--- src/rtl/zcnt4_x1.sv ---
// zcnt4_x1: 4-bit loadable down-counter with IDLE/RUN/DONE control and a one-cycle terminal-count pulse.
module zcnt4_x1 (
    input  logic ck,
    input  logic rst,
    input  logic i0,
    input  logic i1,
    input  logic i2,
    input  logic i3,
    input  logic ld,
    input  logic en,
    output logic q0,
    output logic q1,
    output logic q2,
    output logic q3,
    output logic zq,
    output logic busy,
    output logic tc
);
    typedef enum logic [1:0] {IDLE, RUN, DONE} state_t;
    state_t     r_state, w_next;
    logic [3:0] r_q, w_q_next, w_ld_val;
    assign w_ld_val = {i3, i2, i1, i0};
    always_ff @(posedge ck or posedge rst)
        if (rst) begin
            r_state <= IDLE;
            r_q     <= 4'd0;
        end else begin
            r_state <= w_next;
            r_q     <= w_q_next;
        end
    // Load wins over everything; the r_q != 0 guard keeps the count from ever wrapping.
    always_comb begin
        w_next   = r_state;
        w_q_next = r_q;
        if (ld) begin
            w_q_next = w_ld_val;
            w_next   = (w_ld_val != 4'd0) ? RUN : DONE;
        end else if (r_state == RUN && en && r_q != 4'd0) begin
            w_q_next = r_q - 4'd1;
            w_next   = (r_q == 4'd1) ? DONE : RUN;
        end else if (r_state == DONE) begin
            w_q_next = 4'd0;
            w_next   = IDLE;
        end
    end
    always_comb begin
        busy = (r_state == RUN);
        tc   = (r_state == DONE);
        zq   = ~|r_q;
        {q3, q2, q1, q0} = r_q;
    end
endmodule
--- config.mk ---
export PLATFORM = sky130hd
export DESIGN_NAME = zcnt4_x1
export DESIGN_NICKNAME = d
export VERILOG_FILES = /design/src/rtl/zcnt4_x1.sv
export SDC_FILE = /design/constraint.sdc
export NUM_CORES = 1
export LEC_CHECK = 0
export CAP_MARGIN = 20
export CORE_AREA = 2 2 39 41
export CTS_CLUSTER_DIAMETER = 120
export DETAILED_ROUTE_END_ITERATION = 12
export DIE_AREA = 0 0 41 43
export PLACE_DENSITY = 0.64
export SLEW_MARGIN = 40
export SYNTH_ARGS = -nofsm -noshare
export SYNTH_HDL_FRONTEND = slang
export SYNTH_SLANG_ARGS = --single-unit
--- constraint.sdc ---
create_clock -name ck -period 3.1 [get_ports ck]
set_input_delay 0.31 -clock ck [delete_from_list [all_inputs] [get_ports ck]]
set_output_delay 0.31 -clock ck [all_outputs]
set_load 0.01 [all_outputs]
==> impl_metrics.py, run 1 <==
metrics = {
    "run_status": {
        "status": "complete, no violations",
    },
    "clocking": {
        "insertion_delay_ns": 0.24,
        "cts_tree": "done",
        "path_clk_slew_ns": 0.04,
        "htreeDepth": 1,
        "postCtsSetupBuffers": 0,
        "cts.sinks": 6,
        "cts-root-buf": "clkbuf_4",
        "clock_path_buffers": 2,
        "cts_buffers": 3,
        "post_cts_resized": 0,
        "cts_hold_buf": 0,
    },
    "route": {
        "viasPerCell": 5.33,
        "drc": 0,
        "first_pass_iters": 4,
        "vias": 421,
        "wl_per_cell_um": 12.2,
        "routed_wl_um": 963,
        "drtAntennaViolNets": 0,
        "drt_iter0_markers": 13,
    },
    "timing": {
        "maxSlewHeadroom": 0.726,
        "slew_violations": 0,
        "rsz0062_at_grt": "false",
        "finalClockSkew_ns": 0.00136,
        "setup_tns_ns": 0,
        "fmax_mhz": 445,
        "fin_crit_ns": 2.25,
        "setup_violations": 0,
        "period_share": 0.726,
        "worst_pin_slew_ns": 0.405,
        "hold_viol_final": 0,
    },
    "yosys": {
        "synth_edf_count": 0,
        "yosys_warnings": 0,
        "avgSynthCellArea_um2": 9.28,
        "synthesis.area_um2": 427,
        "ys_seq_elements": 6,
        "yosys.area.top_type_share": 0.352,
        "syn-instance-count": 46,
        "async_flop_share": 1.00,
        "synth_seq_area_share": 0.352,
        "synth_nets": 57,
        "yosys.area.top_type": "dfrtp_1",
        "synth_area_leaders": "dfrtp_1 35%, ha_1 8.8%, nand3_1 4.7%",
        "synthDistinctLibCells": 27,
        "synth_ff_type": "dfrtp_1",
    },
    "power_and_ir_drop": {
        "leakagePower_nw": 0.257,
        "p_comb_frac": 0.336,
        "p_switching_mw": 0.0744,
        "swShare": 0.294,
        "pwr-share-clk": 0.267,
        "intPower_mw": 0.179,
        "p_total_mw": 0.253,
        "power_density_mw_per_mm2": 415,
        "vdd_drop_max_v": 0.000182,
        "p_seq_frac": 0.397,
    },
    "critical_path": {
        "critical_path.max_stage_delay_ns": 0.53,
        "slowest_stage": "clkdlybuf4s50_1",
        "cp-end-kind": "primary output",
        "path_delay_family": "buffers and inverters",
        "cp_data_arrival_time_ns": 1.94,
        "worstPathCellList": "inv_1, ha_1, or3b_4, inv_2, clkdlybuf4s50_1",
        "path_max_fanout": 5,
        "startpoint_type": "flip-flop",
        "worstPathRequired_ns": 2.79,
        "rrSetupSlack_ns": 1.32,
        "critPathBufInv": 3,
        "worstSetupPathType": "reg -> out",
    },
    "global_routing": {
        "use_met1": 0.189,
        "busiest_layer": "met1",
        "use_met3": 0.0157,
        "grt_use_met2": 0.175,
        "gr-total-overflow": 0,
        "grt_usage": 0.130,
        "grt_pass1_vias": 357,
        "grt_max_degree": 8,
        "antenna_found_initial": 0,
        "grt_first_pass_wirelength_um": 1540,
    },
    "job": {
        "drv_cap": 0,
    },
    "floorplan": {
        "dieArea_mm2": 0.00176,
        "die_w_um": 41,
        "core_area_mm2": 0.00138,
        "ios": 15,
        "die_y_um": 43,
        "fp-row-count": 14,
        "start_util": 0.308,
    },
    "cells_and_area": {
        "seqCellArea_um2": 150,
        "final_layout_size_suffix_gt1_frac": 0.127,
        "n_antenna_cell": 0,
        "multi_input_area_um2": 254,
        "layout_common_cells": "14 x clkdlybuf4s50_1, 6 x dfrtp_1, 5 x inv_1",
        "syn_to_final_growth_pct": 42.8,
        "fillers": 140,
        "layout_commonest_cell": "clkdlybuf4s50_1",
        "layout.nets": 76,
        "final_cells": 79,
        "stdcell_area_um2": 609,
    },
    "worst_hold_path": {
        "worstHoldPathType": "in -> async",
    },
    "place": {
        "place_area_um2": 587,
        "dp_hpwl_um": 784,
        "gp_congestion": 0.779,
        "place_inst": 76,
        "io_buffers": 14,
    },
}
-- worst paths after layout --
check,from,to,cells after the start
min in group ck,r_state[1],r_state[1],2
max in group asynchronous,rst,r_q[0],2
hold reg to reg,r_state[1],r_state[1],2
hold / removal,rst,r_q[3],2
setup reg to reg,r_q[0],r_state[0],5
setup / recovery,r_q[0],zq,5
-- kinds of logic (layout without fill, tap and decap cells) --
group / count (synthesis) / after routing / synth area share
simple gates: 22 / 22 / 0.323
compound gates: 7 / 7 / 0.135
flops: 6 / 6 / 0.352
buf+inv: 6 / 23 / 0.0528
fa+ha+maj: 3 / 3 / 0.0880
mux: 2 / 2 / 0.0499
-- sequential cells by signal, indices dropped and copies added (netlist names) --
name / cells
r_state: 2
r_q: 4
-- area by class of cell --
class                           count  share of cell area
Sequential cell                     6               0.246
Inverter                            6              0.0370
Timing Repair Buffer               14               0.230
Clock buffer                        3              0.0370
Multi-Input combinational cell     34               0.417
Tap cell                           16              0.0329
-- synthesized netlist by cell type, types with 2 or more instances --
cell     instances
nand3_1          4
a21oi_1          2
nor2b_1          2
ha_1             3
nand2_1          3
dfrtp_1          6
inv_1            5
nand4_1          2
-- through the flow --
| stage | hold slack (ns) | util | setup slack [ns] |
|---|---|---|---|
| global route | 0.293 | 0.440 | 0.735 |
| global placement | 0.531 | 0.424 | 1.15 |
| floorplan | 0.101 | - | 1.37 |
| CTS | 0.277 | 0.440 | 0.840 |
| finish | 0.277 | 0.440 | 0.851 |
| detailed placement | 0.535 | 0.424 | 1.10 |
-- per-layer routing --
| layer | routed length (um) | vias to the layer above |
|---|---|---|
| met5 | 0 | - |
| met4 | 15 | 0 |
| met3 | 45 | 2 |
| met2 | 441 | 12 |
| met1 | 460 | 199 |
| li1 | - | 208 |
-- power by group through the flow --
stage | Combinational (mW) | Clock, mW | Sequential, mW
2_1_floorplan | 0.0415 | 0 | 0.102
6_report | 0.0849 | 0.0676 | 0.100
3_3_place_gp | 0.0862 | 0 | 0.101
5_1_grt | 0.0937 | 0.0789 | 0.102
3_5_place_dp | 0.0850 | 0 | 0.101
4_1_cts | 0.0857 | 0.0720 | 0.100
No activity file was read; power rests on OpenSTA's default activity.
==> inputs of run 2 (changes only) <==
--- a/config.mk
+++ b/config.mk
@@ -10,7 +10,7 @@
 export CTS_CLUSTER_DIAMETER = 120
 export DETAILED_ROUTE_END_ITERATION = 12
 export DIE_AREA = 0 0 41 43
-export PLACE_DENSITY = 0.64
+export PLACE_DENSITY = 0.67
 export SLEW_MARGIN = 40
 export SYNTH_ARGS = -nofsm -noshare
 export SYNTH_HDL_FRONTEND = slang
==> constraint.sdc (replaced) <==
create_clock -name ck -period 2.02 [get_ports ck]
set_input_delay 0.202 -clock ck [delete_from_list [all_inputs] [get_ports ck]]
set_output_delay 0.202 -clock ck [all_outputs]
set_load 0.01 [all_outputs]
==> run 2 against run 1 <==
  * Non-clock buffer count unchanged
  * Worst hold slack got worse by 0.11 ns
  * Sequential cell count unchanged
  * Clock-buffer cell count is the same
  * Setup slack worse by 0.71 ns
  * Combinational power up 53%
  * Clock skew is 0.0024 ns higher
  * Power up 54%
  * Clock power is 58% higher
  * Die area unchanged
  * Sequential power increased by 53%
==> impl_metrics.py, run 2 (synthesized netlist as in run 1, its figures left out) <==
metrics = {
    "critical_path": {
        "cp_data_arrival_time_ns": 1.68,
        "worstSetupPathType": "reg -> out",
        "r2r-start": "r_q[0]",
        "path_max_fanout": 5,
        "critical_path.max_stage_delay_ns": 0.41,
        "r2r-end": "r_state[0]",
        "startpoint_type": "flip-flop",
        "worstPathCellList": "inv_1, ha_1, or3b_4, inv_2, dlygate4sd2_1",
        "slowest_stage": "dfrtp_1",
        "worstPathRequired_ns": 1.82,
        "cp-end-kind": "primary output",
        "rr_worst_depth": 5,
        "rrSetupSlack_ns": 0.22,
    },
    "clocking": {
        "cts_tree": "done",
        "cts_buffers": 3,
        "postCtsSetupBuffers": 0,
        "insertion_delay_ns": 0.24,
        "clock_path_buffers": 2,
        "htreeDepth": 1,
        "cts-root-buf": "clkbuf_4",
        "path_clk_slew_ns": 0.04,
        "cts.sinks": 6,
        "cts_hold_buf": 0,
    },
    "power_and_ir_drop": {
        "leakagePower_nw": 0.261,
        "vdd_drop_max_v": 0.000282,
        "power_density_mw_per_mm2": 641,
    },
    "global_routing": {
        "grt_first_pass_wirelength_um": 1610,
        "grt_usage": 0.137,
        "grt_pass1_vias": 391,
        "antenna_found_initial": 0,
        "gr-total-overflow": 0,
        "grt_max_degree": 8,
    },
    "timing": {
        "rsz0062_at_grt": "false",
        "fin_crit_ns": 1.88,
        "maxSlewHeadroom": 0.708,
        "setup_tns_ns": 0,
        "worst_pin_slew_ns": 0.432,
        "finalClockSkew_ns": 0.00376,
        "period_share": 0.931,
        "setup_violations": 0,
        "fmax_mhz": 532,
        "timing.hold.ws_ns": 0.164,
        "hold_viol_final": 0,
        "slew_violations": 0,
    },
    "floorplan": {
        "die_w_um": 41,
        "die_y_um": 43,
        "core_area_mm2": 0.00138,
        "fp-row-count": 14,
        "ios": 15,
        "start_util": 0.308,
        "dieArea_mm2": 0.00176,
    },
    "route": {
        "drtAntennaViolNets": 0,
        "wl_per_cell_um": 12.6,
        "vias": 418,
        "viasPerCell": 5.29,
        "drc": 0,
        "first_pass_iters": 4,
        "drt_iter0_markers": 8,
        "routed_wl_um": 997,
    },
    "place": {
        "gp_congestion": 0.750,
        "dp_hpwl_um": 836,
        "io_buffers": 14,
    },
    "worst_hold_path": {
        "worstHoldPathType": "in -> async",
    },
    "cells_and_area": {
        "max_flop_register": "r_q",
        "fillers": 142,
        "largest_register_ff_count": 4,
        "layout_commonest_cell": "clkdlybuf4s50_1",
        "layout.nets": 76,
        "final_layout_size_suffix_gt1_frac": 0.127,
        "n_antenna_cell": 0,
        "layout_common_cells": "13 x clkdlybuf4s50_1, 6 x dfrtp_1, 5 x inv_1",
        "top_regs": "r_q (4), r_state (2)",
        "syn_to_final_growth_pct": 42.5,
    },
    "run_status": {
        "status": "complete, no violations",
    },
    "job": {
        "drv_cap": 0,
    },
}
## run 2: changes by cell type in the layout (fill, tap and decap cells not counted)
| cell | change |
|---|---|
| clkdlybuf4s50_1 | -1 |
| dlygate4sd2_1 | +1 |
## run 2: timing repair
item / CTS / global route
gates resized for setup: 1 / 0
hold endpoints to repair: 0 / 0
endpoints found under the setup margin: 1 / 0
## run 2: power by group
| group | total, mW | internal (mW) | switching, mW | leakage (nW) |
|---|---|---|---|---|
| registers | 0.153 | 0.135 | 0.0184 | 0.0699 |
| logic | 0.130 | 0.0709 | 0.0586 | 0.177 |
| clock network | 0.107 | 0.0670 | 0.0403 | 0.0138 |
| total | 0.390 | 0.273 | 0.117 | 0.261 |
## run 2: layout make-up
class,instances,area [um^2],share of cell area
multi-input cells,34,254,0.418
repair buffers,14,139,0.228
flip-flops and latches,6,150,0.247
well taps,16,20.0,0.0329
inverters,6,22.5,0.0370
clock buffers,3,22.5,0.0370
## run 2: worst max path at each step
stage              to   start  slack, ns
5_1_grt            zq  r_q[0]       0.05
4_1_cts            zq  r_q[0]       0.14
3_5_place_dp       zq  r_q[0]       0.13
6_report           zq  r_q[0]       0.14
2_1_floorplan  r_q[3]  r_q[0]       0.29
3_3_place_gp       zq  r_q[0]       0.18
## run 2: through the flow
step / power, mW / setup slack, ns / util / instances / area [um^2]
after detailed placement: 0.285 / 0.132 / 0.424 / 76 / 587
after global placement: 0.286 / 0.179 / 0.424 / 76 / 587
after CTS: 0.396 / 0.139 / 0.439 / 79 / 608
after global routing: 0.417 / 0.0452 / 0.439 / 79 / 608
final: 0.390 / 0.139 / 0.439 / 79 / 608
after floorplan: 0.220 / 0.289 / - / 46 / 427
## run 2: routing by layer
layer	part of all wire	vias up	wire (um)	global-route usage
met2	0.45	18	453	0.197
li1	-	205	-	-
met5	0	-	0	0
met1	0.44	192	443	0.179
met3	0.074	3	74	0.0314
met4	0.025	0	25	0.0800
## run 2: critical path, delay by kind of cell (launching register included)
family,cells,cell delay [ns]
buffers and inverters,3,0.49
flip-flops,1,0.41
adder cells (fa/ha/maj),1,0.15
AND/OR/NAND/NOR,1,0.39
==> RTL change 1, RTL diff (flow settings as in run 1) <==
Register the output `q2`; this adds one clock of latency there. The other outputs are not delayed to match.
--- a/src/rtl/zcnt4_x1.sv
+++ b/src/rtl/zcnt4_x1.sv
@@ -17,6 +17,8 @@
     output logic tc
 );
     typedef enum logic [1:0] {IDLE, RUN, DONE} state_t;
+
+    logic q2_d;
     state_t     r_state, w_next;
     logic [3:0] r_q, w_q_next, w_ld_val;
     assign w_ld_val = {i3, i2, i1, i0};
@@ -47,6 +49,10 @@
         busy = (r_state == RUN);
         tc   = (r_state == DONE);
         zq   = ~|r_q;
-        {q3, q2, q1, q0} = r_q;
+        {q3, q2_d, q1, q0} = r_q;
     end
+    always_ff @(posedge ck) begin
+        q2 <= q2_d;
+    end
+
 endmodule
Formal check against the unedited RTL: not equivalent (Yosys sat finds a counterexample within 4 cycles, from zero or initial values and one cycle with rst high).
==> RTL change 1 against run 1 <==
- worst hold slack worse by 0.013 ns
- sequential share of layout area up 2.2 points
- sequential cell count up 1
- global-route usage up 2.4 points
- synthesized area up 4.7%
- cell area up 3.9%
- worst setup slack worse by 0.015 ns
- total power up 14%
- clock skew up 0.0097 ns
- routed wire length up 8.6%
- critical path type unchanged
==> RTL change 1: results <==
{
  "status": "completed",
  "grt_pass1_vias": 378,
  "reg_top3": "r_q (4), r_state (2), q2 (1)",
  "synth_compound_area_share_pct": 12.9,
  "final_cells": 81,
  "grt_pass1_wl_microns": 1740,
  "fillers": 149,
  "layout.nets": 77,
  "drt_iter0_markers": 9,
  "maxSlewHeadroom_pct": 77.3,
  "synth.area.mux_share_pct": 4.76,
  "synth_nets": 58,
  "ir_drop_uv": 172,
  "clk_latency_ns": 0.26,
  "synth_cell_types": 28,
  "leakagePower_nw": 0.266,
  "routabilityCongestion": 0.776,
  "drt_drc_violations_left": 0,
  "yosys.area_share.adder_pct": 8.40,
  "ys_seq_area_share_pct": 38.1,
  "wl_per_cell_microns": 12.9,
  "vias_per_cell": 5.38,
  "grt.total_usage_pct": 15.4,
  "drive_above_1_share_pct": 12.3,
  "critPathMaxFanout": 5,
  "synth_xor_xnor_area_share_pct": 0,
  "finClkSkew_ns": 0.0110,
  "syn-instance-count": 47,
  "synth_area_leaders": "dfrtp_1, ha_1, dfxtp_1",
  "async_reset_ff_share_pct": 85.7,
  "dp_cells": 77,
  "post-dp-hpwl_microns": 808,
  "path_clk_slew_ns": 0.06
}
-- RTL change 1: area by class of cell --
cell class / instances / area (sq um) / share of cell area [%]
clock buffer: 4 / 26.3 / 4.15
timing repair buffer: 14 / 140 / 22.1
sequential: 7 / 170 / 26.9
multi-input combinational: 34 / 254 / 40.1
tap: 16 / 20.0 / 3.16
inverter: 6 / 22.5 / 3.56
-- RTL change 1: worst max-delay path, stage by stage (launching register included) --
cell and delay [ns]:
dfrtp_1 0.42, inv_1 0.12, ha_1 0.14, or3b_4 0.40
inv_2 0.10, clkdlybuf4s50_1 0.53
-- RTL change 1: metal layers --
metal	up-vias	part of all wire (%)	GRT usage [%]
li1	213	-	-
met1	206	48	20.3
met2	17	46	19.7
met3	0	6.6	9.42
met4	0	0	6.00
met5	-	0	0
-- RTL change 1: per-stage QoR --
stage / cell area, sq um / hold WS [ns] / setup WS (ns) / power, mW
6_report: 633 / 0.264 / 0.836 / 0.287
5_1_grt: 633 / 0.284 / 0.685 / 0.311
4_1_cts: 633 / 0.276 / 0.821 / 0.290
3_5_place_dp: 607 / 0.469 / 1.10 / 0.201
3_3_place_gp: 607 / 0.482 / 1.11 / 0.202
2_1_floorplan: 447 / 0.101 / 1.37 / 0.159
-- RTL change 1: kinds of logic (layout without fill, tap and decap cells) --
| logic type | Yosys count | count (layout) |
|---|---|---|
| AO/OA/AOI/OAI | 7 | 7 |
| adder cells (fa/ha/maj) | 3 | 3 |
| buffers and inverters | 6 | 24 |
| flip-flops | 7 | 7 |
| multiplexers | 2 | 2 |
| AND/OR/NAND/NOR | 22 | 22 |
-- RTL change 1: where the power goes --
group | total [mW] | internal, mW | switching, mW
combinational | 0.0848 | 0.0470 | 0.0377
sequential | 0.115 | 0.102 | 0.0132
clock | 0.0869 | 0.0494 | 0.0375
total | 0.287 | 0.199 | 0.0885
-- RTL change 1: final timing paths --
path	start	endpoint	slack (ns)	cells after the start
max	r_q[0]	zq	0.84	5
min	rst	r_q[3]	0.26	2
max reg2reg	r_q[0]	r_state[0]	1.31	5
min reg2reg	r_q[2]	q2	0.48	0
max in group asynchronous	rst	r_q[0]	2.63	2
min in group ck	r_q[2]	q2	0.48	0
==> RTL change 2, RTL diff (settings of run 1) <==
Without the edit above. Encoding of `state_t`: now one-hot (3 bits for 3 states).
--- a/src/rtl/zcnt4_x1.sv
+++ b/src/rtl/zcnt4_x1.sv
@@ -16,7 +16,7 @@
     output logic busy,
     output logic tc
 );
-    typedef enum logic [1:0] {IDLE, RUN, DONE} state_t;
+    typedef enum logic [2:0] {IDLE = 3'b001, RUN = 3'b010, DONE = 3'b100} state_t;
     state_t     r_state, w_next;
     logic [3:0] r_q, w_q_next, w_ld_val;
     assign w_ld_val = {i3, i2, i1, i0};
Formal check against the unedited RTL: no difference found for any inputs over 10 cycles, from zero or initial values and one cycle with rst high; not proved beyond that.
==> RTL change 2 against run 1 <==
- sequential cell count rose by 1
- critical path depth unchanged
- worst hold slack gained 0.019 ns
- synthesized area increased by 22%
- combinational power rose by 25%
- clock skew up 0.0057 ns
- total power up 22%
- worst setup slack worse by 0.13 ns
- routed wire length rose by 29%
- cell area grew 14%
- critical path type unchanged
- highest routed layer unchanged
==> RTL change 2: results <==
{
  "drt_iter0_markers": 27,
  "met1_usage_pct": 27.2,
  "grt_max_degree": 16,
  "routabilityCongestion": 0.799,
  "synth_area_leaders": "dfrtp_1, ha_1, inv_1",
  "reg_top3": "r_q (4), r_state (3)",
  "wl_met3_microns": 54,
  "maxSlewHeadroom_pct": 64.6,
  "critPathMaxFanout": 9,
  "ir_drop_uv": 184,
  "path_clk_slew_ns": 0.06,
  "dp_slack_ns": 0.996,
  "dr_wl_met2_microns": 585,
  "synth_cell_types": 31,
  "ys_seq_area_share_pct": 33.9,
  "synth_top_cells_by_count": "inv_1, dfrtp_1, a21oi_1, ha_1, nor3_1",
  "final_cells": 87,
  "cp.arrival_ns": 2.07,
  "vias_per_cell": 5.78,
  "finClkSkew_ns": 0.00708,
  "finalWirelength_microns": 1240,
  "placed_area_sq_um": 666,
  "wl_met1_microns": 580,
  "layout.nets": 83,
  "p_comb_mw": 0.106,
  "syn-instance-count": 55,
  "post-dp-hpwl_microns": 929,
  "drtPass1Iterations": 6,
  "status": "completed",
  "synth_nets": 66,
  "grt_pass1_vias": 484,
  "p_int_mw": 0.209,
  "leakagePower_nw": 0.298
}
==> RTL change 2: path summary, 6_finish.rpt <==
kind | startpoint | endpoint | depth (start not counted) | slack (ns)
min in group ck | r_state[0] | r_state[0] | 2 | 0.55
min reg2reg | r_state[0] | r_state[0] | 2 | 0.55
max | r_q[0] | zq | 5 | 0.72
max reg2reg | r_q[0] | r_state[1] | 5 | 1.23
max in group asynchronous | rst | r_state[0] | 2 | 2.51
min | rst | r_q[2] | 2 | 0.30
==> RTL change 2: final cells by class <==
cell class	count	area, sq um
Clock buffer	4	26.3
Timing Repair Buffer	15	148
Fill cell	134	692
Tap cell	16	20.0
Sequential cell	7	176
Inverter	9	33.8
Multi-Input combinational cell	36	288
==> RTL change 2: cell families after synthesis <==
group,count (synthesis),synth area share [%]
buffers and inverters,12,10.8
flip-flops,7,33.9
AO/OA/AOI/OAI,10,15.4
multiplexers,1,2.16
adder cells (fa/ha/maj),3,7.21
AND/OR/NAND/NOR,22,30.5
